`src/rtl/fetch_decode_sequencer_pkg.sv`:
```
// fetch_decode_sequencer_pkg: opcodes, state encodings and IR field positions shared with the execution stage
package fetch_decode_sequencer_pkg;
  localparam logic [4:0] OP_NOP    = 5'b00000;
  localparam logic [4:0] OP_ADD    = 5'b00001;
  localparam logic [4:0] OP_SHOWR  = 5'b10010;
  localparam logic [4:0] OP_SHOWRR = 5'b10011;
  localparam logic [4:0] OP_CMP    = 5'b10110;
  localparam logic [4:0] OP_JMP    = 5'b10111;
  localparam logic [4:0] OP_JE     = 5'b11000;
  localparam logic [4:0] OP_LI     = 5'b11101;
  localparam logic [4:0] OP_HALT   = 5'b11111;
  localparam int OP_HI  = 15;
  localparam int OP_LO  = 11;
  localparam int RD_HI  = 10;
  localparam int RD_LO  = 8;
  localparam int RS_HI  = 7;
  localparam int RS_LO  = 5;
  localparam int IMM_HI = 2;
  localparam int IMM_LO = 0;
  localparam int JA_HI  = 7;
  localparam int JA_LO  = 0;
  typedef enum logic [2:0] {
    ST_FETCH  = 3'd0,
    ST_DECODE = 3'd1,
    ST_EXEC   = 3'd2,
    ST_WB     = 3'd3,
    ST_HALT   = 3'd4
  } state_t;
  // Register-writing opcodes; CMP, jumps, NOP, SHOW and undefined codes fall outside these ranges
  function automatic logic op_writes_reg(input logic [4:0] op);
    return (op >= 5'b00001 && op <= 5'b01011) || (op >= 5'b01101 && op <= 5'b10000) ||
           op == 5'b10100 || op == OP_LI;
  endfunction
endpackage

```
`src/rtl/fetch_decode_sequencer_decoder.sv`:
```
// fetch_decode_sequencer_decoder: combinational IR field split and write/show/halt classification
module fetch_decode_sequencer_decoder
  import fetch_decode_sequencer_pkg::*;
#(
  parameter logic [4:0] HALT_OPCODE = OP_HALT
) (
  input  logic [15:0] ir,
  input  logic [4:0]  next_op,
  output logic [4:0]  opcode,
  output logic [2:0]  rd,
  output logic [2:0]  rs,
  output logic [2:0]  imm,
  output logic [7:0]  jaddr,
  output logic        writes_reg,
  output logic        is_show,
  output logic        is_halt
);
  assign opcode     = ir[OP_HI:OP_LO];
  assign rd         = ir[RD_HI:RD_LO];
  assign rs         = ir[RS_HI:RS_LO];
  assign imm        = ir[IMM_HI:IMM_LO];
  assign jaddr      = ir[JA_HI:JA_LO];
  assign writes_reg = op_writes_reg(opcode);
  assign is_show    = opcode == OP_SHOWR || opcode == OP_SHOWRR;
  // Halt is detected on the word being loaded into IR so the sequencer stops right after DECODE
  assign is_halt    = next_op == HALT_OPCODE;
endmodule

```
`src/rtl/fetch_decode_sequencer.sv`:
```
// fetch_decode_sequencer: four-phase fetch/decode control stage owning PC, IR and the flag register
module fetch_decode_sequencer
  import fetch_decode_sequencer_pkg::*;
#(
  parameter int                  PC_WIDTH    = 8,
  parameter logic [PC_WIDTH-1:0] RESET_PC    = '0,
  parameter logic [4:0]          HALT_OPCODE = OP_HALT
) (
  input  logic                clk,
  input  logic                rst_n,
  input  logic                Enable,
  output logic [PC_WIDTH-1:0] InstrAddr,
  input  logic [15:0]         InstrData,
  output logic [4:0]          AluOperation,
  output logic [2:0]          RdAddr,
  output logic [2:0]          RsAddr,
  output logic [2:0]          immediate,
  output logic [7:0]          jump_address,
  input  logic                ConditionalJump,
  input  logic                S,
  input  logic                Z,
  input  logic                C,
  input  logic                O,
  output logic                Sin,
  output logic                Zin,
  output logic                Cin,
  output logic                Oin,
  output logic                RegWrite,
  output logic                ShowStrobe,
  output logic                Halted,
  output logic [1:0]          Phase
);
  state_t              state;
  logic [PC_WIDTH-1:0] pc;
  logic [15:0]         ir;
  logic [3:0]          flags;
  logic                reg_write_q;
  logic                show_q;
  logic                writes_reg;
  logic                is_show;
  logic                is_halt;
  fetch_decode_sequencer_decoder #(.HALT_OPCODE(HALT_OPCODE)) u_dec (
    .ir        (ir),
    .next_op   (InstrData[OP_HI:OP_LO]),
    .opcode    (AluOperation),
    .rd        (RdAddr),
    .rs        (RsAddr),
    .imm       (immediate),
    .jaddr     (jump_address),
    .writes_reg(writes_reg),
    .is_show   (is_show),
    .is_halt   (is_halt)
  );
  always_ff @(posedge clk or negedge rst_n)
    if (!rst_n) begin
      state       <= ST_FETCH;
      pc          <= RESET_PC;
      ir          <= '0;
      flags       <= '0;
      reg_write_q <= 1'b0;
      show_q      <= 1'b0;
    end else if (Enable) begin
      case (state)
        ST_FETCH:  state <= ST_DECODE;
        ST_DECODE: begin
          ir    <= InstrData;
          state <= is_halt ? ST_HALT : ST_EXEC;
        end
        ST_EXEC: begin
          reg_write_q <= writes_reg;
          show_q      <= is_show;
          state       <= ST_WB;
        end
        ST_WB: begin
          flags       <= {S, Z, C, O};
          pc          <= ConditionalJump ? PC_WIDTH'(jump_address) : pc + 1'b1;
          reg_write_q <= 1'b0;
          show_q      <= 1'b0;
          state       <= ST_FETCH;
        end
        ST_HALT: ;
        default: state <= ST_FETCH;
      endcase
    end
  // Strobes are gated by Enable so a frozen WB cycle emits nothing until it actually completes
  assign RegWrite   = reg_write_q & Enable;
  assign ShowStrobe = show_q & Enable;
  assign InstrAddr  = pc;
  assign {Sin, Zin, Cin, Oin} = flags;
  assign Halted     = state == ST_HALT;
  assign Phase      = state == ST_HALT ? 2'd3 : state[1:0];
endmodule
```
`config.mk`:
```
export PLATFORM = sky130hd
export DESIGN_NAME = fetch_decode_sequencer
export DESIGN_NICKNAME = d
export VERILOG_FILES = /design/src/rtl/fetch_decode_sequencer_pkg.sv /design/src/rtl/fetch_decode_sequencer_decoder.sv /design/src/rtl/fetch_decode_sequencer.sv
export SDC_FILE = /design/constraint.sdc
export NUM_CORES = 1
export LEC_CHECK = 0
export ABC_AREA = 1
export BUFFER_PORTS_ARGS = -buffer_cell sky130_fd_sc_hd__buf_2
export CORE_MARGIN = 8
export CORE_UTILIZATION = 50
export CTS_BUF_LIST = sky130_fd_sc_hd__clkbuf_4 sky130_fd_sc_hd__clkbuf_8
export CTS_CLUSTER_DIAMETER = 100
export DETAILED_ROUTE_END_ITERATION = 12
export GPL_ROUTABILITY_DRIVEN = 0
export PLACE_DENSITY = 0.8
export SYNTH_ARGS = -nofsm -noshare
export SYNTH_HDL_FRONTEND = slang
export SYNTH_SLANG_ARGS = --single-unit
```
`constraint.sdc`:
```
create_clock -name clk -period 2.4 [get_ports clk]
set_input_delay 0.12 -clock clk [delete_from_list [all_inputs] [get_ports clk]]
set_output_delay 0.12 -clock clk [all_outputs]
set_load 0.005 [all_outputs]
```
## Word-level counts from Yosys, hierarchy flattened

Cells that the tools add are included.
Widths: inputs -> output; s select.

| operators by class | value |
|---|---|
| reductions and logical operators | 12 |
| order comparisons | 4 |
| $add $sub $neg | 1 |
| muxes and demuxes | 6 |
| equal/unequal tests | 9 |
| bitwise gates (word level) | 3 |

Operator list:

| cell | count |
|---|---|
| $eq 5x5->1 const B | 5 |
| $pmux 3 s4 | 1 |
| $add 8x1->8 const B | 1 |
| $mux 8 | 1 |
| $reduce_and 2->1 | 4 |
| $eq 3x2->1 const B | 2 |
| $ge 5x1->1 const B | 1 |
| $ge 5x4->1 const B | 1 |
| $le 5x4->1 const B | 1 |
| $le 5x5->1 const B | 1 |
| $logic_or 1x1->1 | 4 |
| $pmux 1 s2 | 2 |
| $eq 3x1->1 const B | 1 |
| $eq 3x3->1 const B | 1 |
| $logic_not 3->1 | 1 |
| $mux 3 | 1 |
| $and 1x1->1 | 2 |
| $logic_and 1x1->1 | 2 |
| $mux 2 | 1 |
| $reduce_bool 2->1 | 1 |
| $not 1->1 | 1 |

| word-level totals | value |
|---|---|
| output and inout bits | 39 |
| input bits | 24 |
| word-level logic and storage cells | 41 |
| bits in registers | 33 |

## Longest topological paths before layout

Gate-level depths: netlist (run 1).

| depth | value |
|---|---|
| word-level depth | 6 |
| mapped depth | 7 |
| depth with buffers taken out | 7 |

## Modules after synthesis

A second synthesis (run 1) with hierarchy kept.

| unflattened totals | value |
|---|---|
| cell total of the unflattened synthesis | 241 |
| area total of the unflattened synthesis | 1848.0 um^2 |

By module, submodules not included:

| module | cells each | area each (um^2) | instances | sequential area each (um^2) |
|---|---|---|---|---|
| fetch_decode_sequencer | 201 | 1610.3 | 1 | 825.8 |
| fetch_decode_sequencer_decoder | 40 | 237.7 | 1 | 0.0 |

## Least setup slack after synthesis (run 1)

OpenSTA, ideal clock, no wires.

| timing | value |
|---|---|
| path type | register -> register |
| start | register state[1] |
| end | register ir[6] |
| stages on the path, launching flop included | 7 |
| data arrival time | 1.060 ns |
| setup slack | 1.217 ns |
| setup time | 0.124 ns |
| clock period less this slack | 1.183 ns |
| cell sequence | dfrtp_1 > buf_2 > nor3_2 > nand2_2 > buf_2 > nor2_1 > a21oi_1 |

| between the ends | value |
|---|---|
| cells in the longest elaborated chain, start to end | 2 |

RTL lines:

| element | line | RTL |
|---|---|---|
| start: declaration | fetch_decode_sequencer.sv:33 | `state_t state;` |
| start signal: assignment | fetch_decode_sequencer.sv:67 | `state <= is_halt ? ST_HALT : ST_EXEC;` |
| $eq 3x1->1 | fetch_decode_sequencer.sv:63 | `case (state)` |
| $reduce_and 2->1 (no source line) | -- |  |
| end signal: assignment | fetch_decode_sequencer.sv:66 | `ir <= InstrData;` |
| end: declaration | fetch_decode_sequencer.sv:35 | `logic [15:0] ir;` |

No other way between the ends.
A chain may end at the register's enable or synchronous reset.

## Final worst setup path (run 1)

| timing | value |
|---|---|
| start | register state[2] |
| end | register ir[6] |

The elaborated chain is that of the path after synthesis.

==> results of run 1 <==
-- final timing paths --
path                               from      endpoint  slack [ns]  cells past startpoint
setup / recovery               state[2]         ir[6]        0.88                      5
hold / removal             InstrData[8]         ir[8]        0.01                      3
setup reg to reg               state[2]         ir[6]        0.88                      5
hold reg to reg                   ir[8]         ir[8]        0.48                      2
max in group asynchronous         rst_n         ir[6]        1.56                      2
min in group asynchronous         rst_n  InstrAddr[4]        0.36                      2
-- power by group --
group          internal [mW]  switching [mW]
sequential             0.784           0.221
clock                  0.170           0.190
combinational          0.393           0.464
total                   1.35           0.875
-- registers in the layout, summed over array words and instances, names as in the netlist --
| register | cells |
|---|---|
| show_q | 1 |
| InstrAddr | 8 |
| ir | 16 |
| state | 3 |
| flags | 4 |
| reg_write_q | 1 |
-- tightest hold or removal path: stages --
cell	delay [ns]
buf_2	0.08
nand3_1	0.06
nand2_1	0.06
-- per-layer routing --
metal	GRT usage, %	wire [um]
met1	17.4	1760
met2	28.2	2050
met3	7.41	391
met4	5.87	55
met5	0	0
-- metrics by stage --
step | power (mW) | hold slack, ns
final | 2.22 | 0.00970
after detailed placement | 1.88 | 0.225
after global placement | 1.84 | 0.214
after CTS | 2.25 | 0.000178
after floorplan | 1.51 | -0.176
after global routing | 2.43 | 0.00221
-- layout by cell type (no fill, tap or decap) --
cell type / count
a21oi_1: 9
a21oi_2: 2
a31oi_1: 1
buf_2: 62
buf_4: 1
clkbuf_4: 5
clkbuf_8: 2
clkinv_1: 1
clkinv_2: 1
dfrtp_1: 33
dlygate4sd3_1: 8
ha_1: 1
inv_1: 19
inv_2: 3
nand2_1: 79
nand2_2: 1
nand3_1: 19
nor2_1: 23
nor2_2: 1
nor3_1: 2
nor3_2: 2
nor3_4: 1
o21a_1: 1
o21ai_0: 10
o21ai_1: 3
o22ai_2: 1
-- cells by family (layout without fill, tap and decap cells) --
logic type                 count (synthesis)  count (layout)  share of synthesized area (%)
adders and majority gates                  1               1                          0.732
and+or+nand+nor                          128             128                           31.4
DFF                                       33              33                           48.4
buffers and inverters                     37             102                           10.5
AOI/OAI and AO/OA                         27              27                           9.01
-- layout make-up --
cell class,count,area [um2]
multi-input cells,156,703
clock buffers,7,65.1
well taps,46,57.6
inverters,23,86.3
flip-flops and latches,33,826
fillers,327,1170
repair buffers,71,398
clock inverters,1,5.00
==> run_results.csv, run 1 <==
group,metric,value,unit
worst_setup_path,cp_max_fo,24,
synth,synth_area,1710,um2
synth,synth.area.top_cells,"dfrtp_1 (48%), nand2_1 (17%), nand3_1 (5.6%)",
timing,setup_viol,0,
global_route,grt_pass1_wl,6.99,mm
pwr,leakagePower,1.19,nW
placement,portBuffers,62,
placement,dpl.cell_count,321,
timing,worstMarginPinSlew,0.733,ns
clock_network,cts_buffers,5,
routing,num_vias,1613,
synth,synth.avg_cell_area,7.56,um2
worst_setup_path,critical_path_arrival,1.73,ns
timing,layout_setup_ws,0.877,ns
routing,first_iter_violations,97,
synth,yosysTopAreaCellShare,48.4,%
timing,max-slew-margin-rel,51.1,%
floorplanning,die-area,5540,um2
worst_setup_path,crit_buf_inv,1,
clock_network,clk-insertion-delay-late,0.34,ns
final_layout,area_delta_synth_final,25.3,%
synth,yosysMostFrequentCell,"nand2_1",
global_route,overflow,0,
synth,netlist_top_cells_count,"nand2_1 (79), dfrtp_1 (33), nor2_1 (23)",
clock_network,path_clk_slew,0.10,ns
global_route,grt_usage,16.5,%
synth,netlist_instances,226,
timing,hold_viol,0,
final_layout,post-route-util,64.7,%
status,status,"completed",
routing,vias_per_cell,4.79,
final_layout,n_antenna_cell,0,
final_layout,layout.nets,315,
global_route,first_global_vias,1588,
global_route,grt_max_degree,34,
pwr,p_per_area,1040,nW/um2
global_route,antenna_found_initial,0,
timing,clock-skew-final,0.00847,ns
pwr,ir_drop,0.532,mV
timing,drv_slew,0,
synth,synth_warnings,0,
placement,pre_cts_ws,0.900,ns
floorplanning,core,3310,um2
timing,fin_crit_sh,63.5,%
floorplanning,die_w,74.4,um
clock_network,cts_setup_buffers,0,
worst_setup_path,crit_path_start_kind,"flip-flop",
floorplanning,io_pins,63,
synth,ys.flop_type,"dfrtp_1",
final_layout,fin_cells,337,
worst_setup_path,crit_chain,"nor3_2, buf_4, nand2_2, nor2_1, a21oi_1",
floorplanning,start_util,51.6,%
synth,ys_ff_latch,33,
worst_setup_path,crit_family,"simple AND/OR/NAND/NOR gates",
routing,wl,4.25,mm
placement,postPlaceCellArea,1990,um2
worst_hold_path,min_path_type,"input pin to flip-flop",
synth,yosysSeqAreaShare,48.4,%
clock_network,cts_root_buf,"clkbuf_4",
worst_setup_path,slowest_delay,0.48,ns
placement,dpl.hpwl,3.11,mm
worst_setup_path,crit_type,"flip-flop to flip-flop",
routing,post-route-drc-count,0,
timing,max_freq,657,MHz
clock_network,htreeDepth,2,
clock_network,cts_tree,"yes",
worst_setup_path,critPathRequiredTime,2.61,ns
final_layout,final_layout_size_suffix_gt1_share,28.2,%
synth,async_flop_share,100,%
synth,synth-edff-count,0,
worst_setup_path,cp_slowest_cell,"dfrtp_1",
synth,ys_types,24,
floorplanning,rows,21,
timing,setup_tns,0,ns
clock_network,hold_buffers,7,
routing,ant_nets,0,
floorplanning,die_y,74.4,um
clock_network,clk_path_buf_depth,2,
worst_setup_path,end_kind,"flip-flop",
routing,wl_per_cell,12.6,um
timing,rsz0062_at_grt,"no",
clock_network,cts_sinks,33,
synth,synth_fp_nets,251,
routing,drt_first_pass_iters,5,
flow_run,maxCapViolations,0,
clock_network,cts_resized,0,
timing,fin_crit,1.52,ns
synth,synth_top_area_cell,"dfrtp_1",
final_layout,final_area,2140,um2
Note: power is estimated with default switching activity, not from simulation.
==> run 2, diff against run 1 <==
--- a/config.mk
+++ b/config.mk
@@ -5,15 +5,15 @@
 export SDC_FILE = /design/constraint.sdc
 export NUM_CORES = 1
 export LEC_CHECK = 0
-export ABC_AREA = 1
+export ABC_AREA = 0
 export BUFFER_PORTS_ARGS = -buffer_cell sky130_fd_sc_hd__buf_2
 export CORE_MARGIN = 8
-export CORE_UTILIZATION = 50
+export CORE_UTILIZATION = 45
 export CTS_BUF_LIST = sky130_fd_sc_hd__clkbuf_4 sky130_fd_sc_hd__clkbuf_8
 export CTS_CLUSTER_DIAMETER = 100
 export DETAILED_ROUTE_END_ITERATION = 12
 export GPL_ROUTABILITY_DRIVEN = 0
-export PLACE_DENSITY = 0.8
+export PLACE_DENSITY = 0.76
 export SYNTH_ARGS = -nofsm -noshare
 export SYNTH_HDL_FRONTEND = slang
 export SYNTH_SLANG_ARGS = --single-unit
==> constraint.sdc (replaced) <==
create_clock -name clk -period 1.2 [get_ports clk]
set_input_delay 0.06 -clock clk [delete_from_list [all_inputs] [get_ports clk]]
set_output_delay 0.06 -clock clk [all_outputs]
set_load 0.005 [all_outputs]
==> run 2 against run 1 <==
The run now ends with negative setup slack left; synthesized cell count is 31% lower; global-route usage is 1.8 points lower; largest power group is now combinational logic; total power up 130%; clock power grew 130%; clock skew decreased by 0.0037 ns; first-iteration DRC count decreased by 35%; count of clock-buffer cells in the layout is the same; critical path type unchanged; critical path depth fell by 2.
==> run_results.csv, run 2 <==
group,metric,value,unit
worst_setup_path,crit_path_start_kind,"flip-flop",
pwr,combPwrFrac,44.9,%
final_layout,final.fill_count,282,
pwr,clockPowerShare,16.4,%
pwr,pwr-share-seq,38.7,%
status,violations,"negative setup slack",
floorplanning,die_y,76.7,um
timing,setup_tns,-4.62,ns
synth,synth-edff-count,0,
worst_setup_path,end_kind,"flip-flop",
synth,netlist_top_cells_count,"dfrtp_1 (33), nand2_1 (20), mux2_2 (16)",
global_route,grt_usage,14.6,%
clock_network,htreeDepth,2,
global_route,overflow,0,
clock_network,clk-insertion-delay-late,0.28,ns
routing,ant_nets,0,
final_layout,regMostFlops,"ir",
synth,synth_top_area_cell,"dfrtp_1",
clock_network,cts_buffers,5,
synth,yosysSeqAreaShare,49.9,%
synth,netlist_instances,155,
timing,clock-skew-final,0.00480,ns
synth,ys.flop_type,"dfrtp_1",
worst_setup_path,cp_max_fo,17,
synth,synth_fp_nets,180,
final_layout,area_delta_synth_final,47.8,%
clock_network,cts_tree,"yes",
timing,layout_setup_ws,-0.214,ns
pwr,switching_share,33.4,%
synth,synth.area.top_cells,"dfrtp_1 (50%), mux2_2 (11%), nand2_1 (4.5%)",
final_layout,final_layout_size_suffix_gt1_share,54.9,%
routing,drt_first_pass_iters,4,
synth,synth.avg_cell_area,10.7,um2
routing,num_vias,1464,
synth,async_flop_share,100,%
timing,fin_crit,1.41,ns
routing,first_iter_violations,63,
status,status,"finished, violations left",
synth,ys_ff_latch,33,
routing,vias_per_cell,5.01,
synth,synth_warnings,0,
timing,worstMarginPinSlew,0.418,ns
timing,fin_crit_sh,118,%
synth,synth_area,1660,um2
final_layout,post-route-util,67.9,%
global_route,grt.met1_usage,17.1,%
final_layout,layout_commonest_cell,"buf_2",
synth,yosysMostFrequentCell,"dfrtp_1",
timing,drv_slew,0,
routing,post-route-drc-count,0,
placement,pre_cts_ws,-0.207,ns
worst_setup_path,critPathRequiredTime,1.36,ns
floorplanning,core,3610,um2
timing,max-slew-margin-rel,72.2,%
global_route,top_usage_layer,"met2",
floorplanning,io_pins,63,
floorplanning,rows,22,
floorplanning,die-area,5880,um2
pwr,p_per_area,2110,nW/um2
placement,dpl.hpwl,3.01,mm
timing,hold_viol,0,
clock_network,clk_path_buf_depth,2,
final_layout,largest_register_ffs,16,
floorplanning,start_util,45.9,%
pwr,total_power,5.17,mW
placement,portBuffers,62,
global_route,gr-usage-met2,23.2,%
floorplanning,die_w,76.7,um
final_layout,n_antenna_cell,0,
synth,ys_types,43,
timing,max_freq,707,MHz
global_route,grt_pass1_wl,7.07,mm
flow_run,maxCapViolations,0,
pwr,leakagePower,1.19,nW
worst_hold_path,min_path_type,"input pin to flip-flop",
global_route,grt_max_degree,34,
pwr,ir_drop,1.13,mV
synth,yosysTopAreaCellShare,49.9,%
routing,wl,4.20,mm
timing,rsz0062_at_grt,"yes",
global_route,antenna_found_initial,0,
global_route,first_global_vias,1529,
global_route,met3_usage,5.59,%
timing,setup_viol,32,
worst_setup_path,critical_path_arrival,1.58,ns
clock_network,path_clk_slew,0.06,ns
clock_network,cts_root_buf,"clkbuf_8",
final_layout,layout.nets,269,
clock_network,cts_sinks,33,
pwr,p_int,3.44,mW
routing,wl_per_cell,14.4,um
final_layout,final_cell_mix,"buf_2 (61), dfrtp_1 (32), buf_4 (20), nand2_1 (14)",
pwr,p_sw,1.73,mW
worst_setup_path,crit_type,"flip-flop to flip-flop",
## run 2: area by class of cell
cell class              instances  area (um2)  area share (%)
well taps                      48        60.1            2.45
clock buffers                   7        90.1            3.68
repair buffers                 97         633            25.9
multi-input cells             105         830            33.9
flip-flops and latches         33         827            33.8
inverters                       2        7.51           0.307
## run 2: repair_timing
action | 4_1_cts | 5_1_grt
endpoints found under the setup margin | 27 | 33
pin swaps | 6 | 15
cloned | 1 | 0
endpoints found under the hold margin | 39 | 2
buffers inserted | 3 | 4
resized for setup | 20 | 21
hold buffers | 7 | 2
## run 2: per-stage QoR
step | cells | area, um2 | hold slack (ns)
global placement | 268 | 2080 | 0.109
detailed placement | 268 | 2080 | 0.110
finish | 292 | 2450 | 0.00858
floorplan | 155 | 1680 | -0.236
global route | 292 | 2450 | -0.000491
CTS | 286 | 2320 | 0.00105
## run 2: critical path: stages, from the launching register on
cell and delay (ns):
dfrtp_1 0.42, nor4b_4 0.33, buf_12 0.21, mux2_2 0.34
## run 2: path summary, 6_finish.rpt
check,end,depth (start not counted),slack (ns),start
max,ir[4],3,-0.21,state[1]
min,ir[6],2,0.009,InstrData[6]
max reg2reg,ir[4],3,-0.21,state[1]
min reg2reg,show_q,2,0.49,show_q
max in group asynchronous,state[2],3,0.54,rst_n
min in group asynchronous,show_q,3,0.32,rst_n
## run 2: layer usage
| metal | vias up | share of wire [%] |
|---|---|---|
| li1 | 721 | - |
| met3 | 4 | 4.4 |
| met4 | 0 | 1.3 |
| met2 | 40 | 51 |
| met1 | 699 | 43 |
| met5 | - | 0 |
## run 2: power groups by stage
stage               clock [mW]  combinational (mW)  sequential (mW)
floorplan                    0                1.05             2.02
global placement             0                1.95             1.96
detailed placement           0                2.00             1.99
CTS                      0.876                2.15             1.98
global route             0.925                2.57             2.07
finish                   0.845                2.32             2.00
## run 2: cell families (layout without fill, tap and decap cells)
logic type / after synthesis / after routing / synth area share (%)
AOI/OAI and AO/OA: 26 / 26 / 10.3
adders and majority gates: 1 / 1 / 0.756
buffers and inverters: 17 / 106 / 5.89
DFF: 33 / 33 / 49.9
muxes: 20 / 20 / 13.3
and+or+nand+nor: 58 / 58 / 19.9
==> run 3, diff against run 2 <==
--- a/config.mk
+++ b/config.mk
@@ -13,7 +13,8 @@
 export CTS_CLUSTER_DIAMETER = 100
 export DETAILED_ROUTE_END_ITERATION = 12
 export GPL_ROUTABILITY_DRIVEN = 0
-export PLACE_DENSITY = 0.76
+export GPL_TIMING_DRIVEN = 0
+export PLACE_DENSITY = 0.77
 export SYNTH_ARGS = -nofsm -noshare
 export SYNTH_HDL_FRONTEND = slang
 export SYNTH_SLANG_ARGS = --single-unit
==> run 3 against run 2 <==
The run still ends with negative setup slack left; cell count rose by 2.1%; clock skew fell by 0.0023 ns; non-clock buffer count rose by 6; worst hold slack got worse by 0.0053 ns; design area rose by 3.0%; sequential cell count did not move; total power rose by 5.2%; count of clock-buffer cells in the layout did not move; fmax fell by 5.5%; critical path depth rose by 2; die area did not move.
==> run_results.csv, run 3 (same netlist as run 2, synthesis figures left out) <==
group,metric,value,unit
timing,clock-skew-final,0.00254,ns
timing,fin_crit_sh,125,%
clock_network,cts_tree,"yes",
timing,rsz0062_at_grt,"yes",
clock_network,clk-insertion-delay-late,0.28,ns
global_route,overflow,0,
worst_hold_path,min_path_type,"input pin to flip-flop",
floorplanning,io_pins,63,
final_layout,largest_register_ffs,16,
timing,max-slew-margin-rel,51.0,%
pwr,p_int,3.60,mW
routing,vias_per_cell,5.15,
clock_network,cts_sinks,33,
global_route,antenna_found_initial,0,
clock_network,cts_buffers,5,
placement,dpl.hpwl,2.92,mm
final_layout,layout.nets,275,
clock_network,cts_root_buf,"clkbuf_8",
final_layout,area_delta_synth_final,52.3,%
timing,layout_setup_ws,-0.297,ns
pwr,p_sw,1.84,mW
placement,dpl.cell_count,265,
floorplanning,rows,22,
routing,drt_first_pass_iters,4,
final_layout,final_layout_size_suffix_gt1_share,56.4,%
global_route,grt_usage,15.1,%
flow_run,maxCapViolations,0,
timing,drv_slew,0,
global_route,grt_max_degree,34,
routing,first_iter_violations,103,
pwr,pwr-share-seq,38.5,%
timing,worstMarginPinSlew,0.734,ns
clock_network,htreeDepth,2,
routing,wl,4.63,mm
placement,postPlaceCellArea,2050,um2
routing,post-route-drc-count,0,
floorplanning,die_w,76.7,um
floorplanning,die-area,5880,um2
pwr,p_per_area,2160,nW/um2
status,status,"finished, violations left",
final_layout,layout_commonest_cell,"buf_2",
worst_setup_path,critPathRequiredTime,1.37,ns
pwr,switching_share,33.9,%
global_route,first_global_vias,1467,
routing,wl_per_cell,15.5,um
routing,num_vias,1535,
worst_setup_path,crit_type,"flip-flop to flip-flop",
pwr,ir_drop,0.970,mV
final_layout,final.fill_count,263,
clock_network,path_clk_slew,0.06,ns
floorplanning,core,3610,um2
timing,max_freq,668,MHz
pwr,combPwrFrac,45.8,%
pwr,clockPowerShare,15.7,%
floorplanning,die_y,76.7,um
worst_setup_path,critical_path.startpoint,"state[2]",
clock_network,clk_path_buf_depth,2,
final_layout,n_antenna_cell,0,
final_layout,multi_input_area,863,um2
status,violations,"negative setup slack",
worst_setup_path,crit_path_start_kind,"flip-flop",
worst_setup_path,timing.rr.start,"state[2]",
placement,portBuffers,62,
timing,hold_ws,0.00327,ns
final_layout,regMostFlops,"ir",
final_layout,fin_cells,298,
global_route,grt_pass1_wl,7.30,mm
timing,setup_viol,35,
final_layout,final_cell_mix,"buf_2 (63), dfrtp_1 (31), buf_4 (19), mux2_4 (16), nand2_1 (14)",
timing,fin_crit,1.50,ns
final_layout,final_area,2520,um2
worst_setup_path,end_kind,"flip-flop",
worst_setup_path,cp_max_fo,7,
worst_setup_path,slowest_delay,0.37,ns
timing,hold_viol,0,
final_layout,regArea,828,um2
worst_hold_path,hold_start,"InstrData[6]",
pwr,leakagePower,1.24,nW
routing,ant_nets,0,
floorplanning,start_util,45.9,%
worst_setup_path,cp_slowest_cell,"dfrtp_1",
worst_setup_path,critical_path_arrival,1.67,ns
worst_setup_path,crit_chain,"buf_6, nor4b_4, buf_4, buf_8, mux2_4",
## run 3: path summary, 6_finish.rpt
check | cells after the start | endpoint | slack (ns)
setup / recovery | 5 | ir[10] | -0.30
hold / removal | 2 | ir[6] | 0.003
setup reg to reg | 5 | ir[10] | -0.30
hold reg to reg | 2 | flags[1] | 0.47
max in group asynchronous | 2 | InstrAddr[0] | 0.32
min in group asynchronous | 2 | reg_write_q | 0.37
## run 3: routing by layer
metal	wire, um	up-vias	share of wire [%]	global-route usage [%]
met5	0	-	0	0
li1	-	736	-	-
met3	245	11	5.3	5.13
met4	101	0	2.2	7.12
met1	1940	742	42	17.3
met2	2340	46	51	24.9
## run 3: power groups by stage
stage	clock, mW	combinational (mW)	sequential (mW)
floorplan	0	1.05	2.02
global placement	0	1.87	2.03
detailed placement	0	1.93	2.05
CTS	0.873	2.20	2.01
global route	0.919	2.71	2.18
finish	0.854	2.49	2.09
## run 3: area by class of cell
type / count / area share [%]
well taps: 48 / 2.38
plain buffers: 14 / 4.47
inverters: 2 / 0.298
multi-input cells: 105 / 34.2
flip-flops and latches: 33 / 32.9
repair buffers: 89 / 22.2
clock buffers: 7 / 3.57
## run 3: timing repair
item                                   4_1_cts  5_1_grt
hold buffers                                 8        0
cloned                                       0        2
endpoints found under the hold margin       40        0
setup buffers                               11        6
pin swaps                                    7        5
setup endpoints to repair                   34       35
resized for setup                           16       42
## run 3: per-stage QoR
stage	power (mW)	util (%)	setup TNS, ns	worst slack [ns]
6_report	5.44	69.9	-7.30	-0.297
5_1_grt	5.81	69.9	-8.73	-0.322
4_1_cts	5.08	65.0	-6.11	-0.277
3_5_place_dp	3.97	56.8	-11.20	-0.595
3_3_place_gp	3.90	56.8	-10.64	-0.564
2_1_floorplan	3.07	-	-5.97	-0.405
## run 3: worst max-delay path: cells and delay by family (launching register included)
| family | cells | cell delay, ns |
|---|---|---|
| flops | 1 | 0.37 |
| mux | 1 | 0.30 |
| buf+inv | 3 | 0.46 |
| simple gates | 1 | 0.25 |
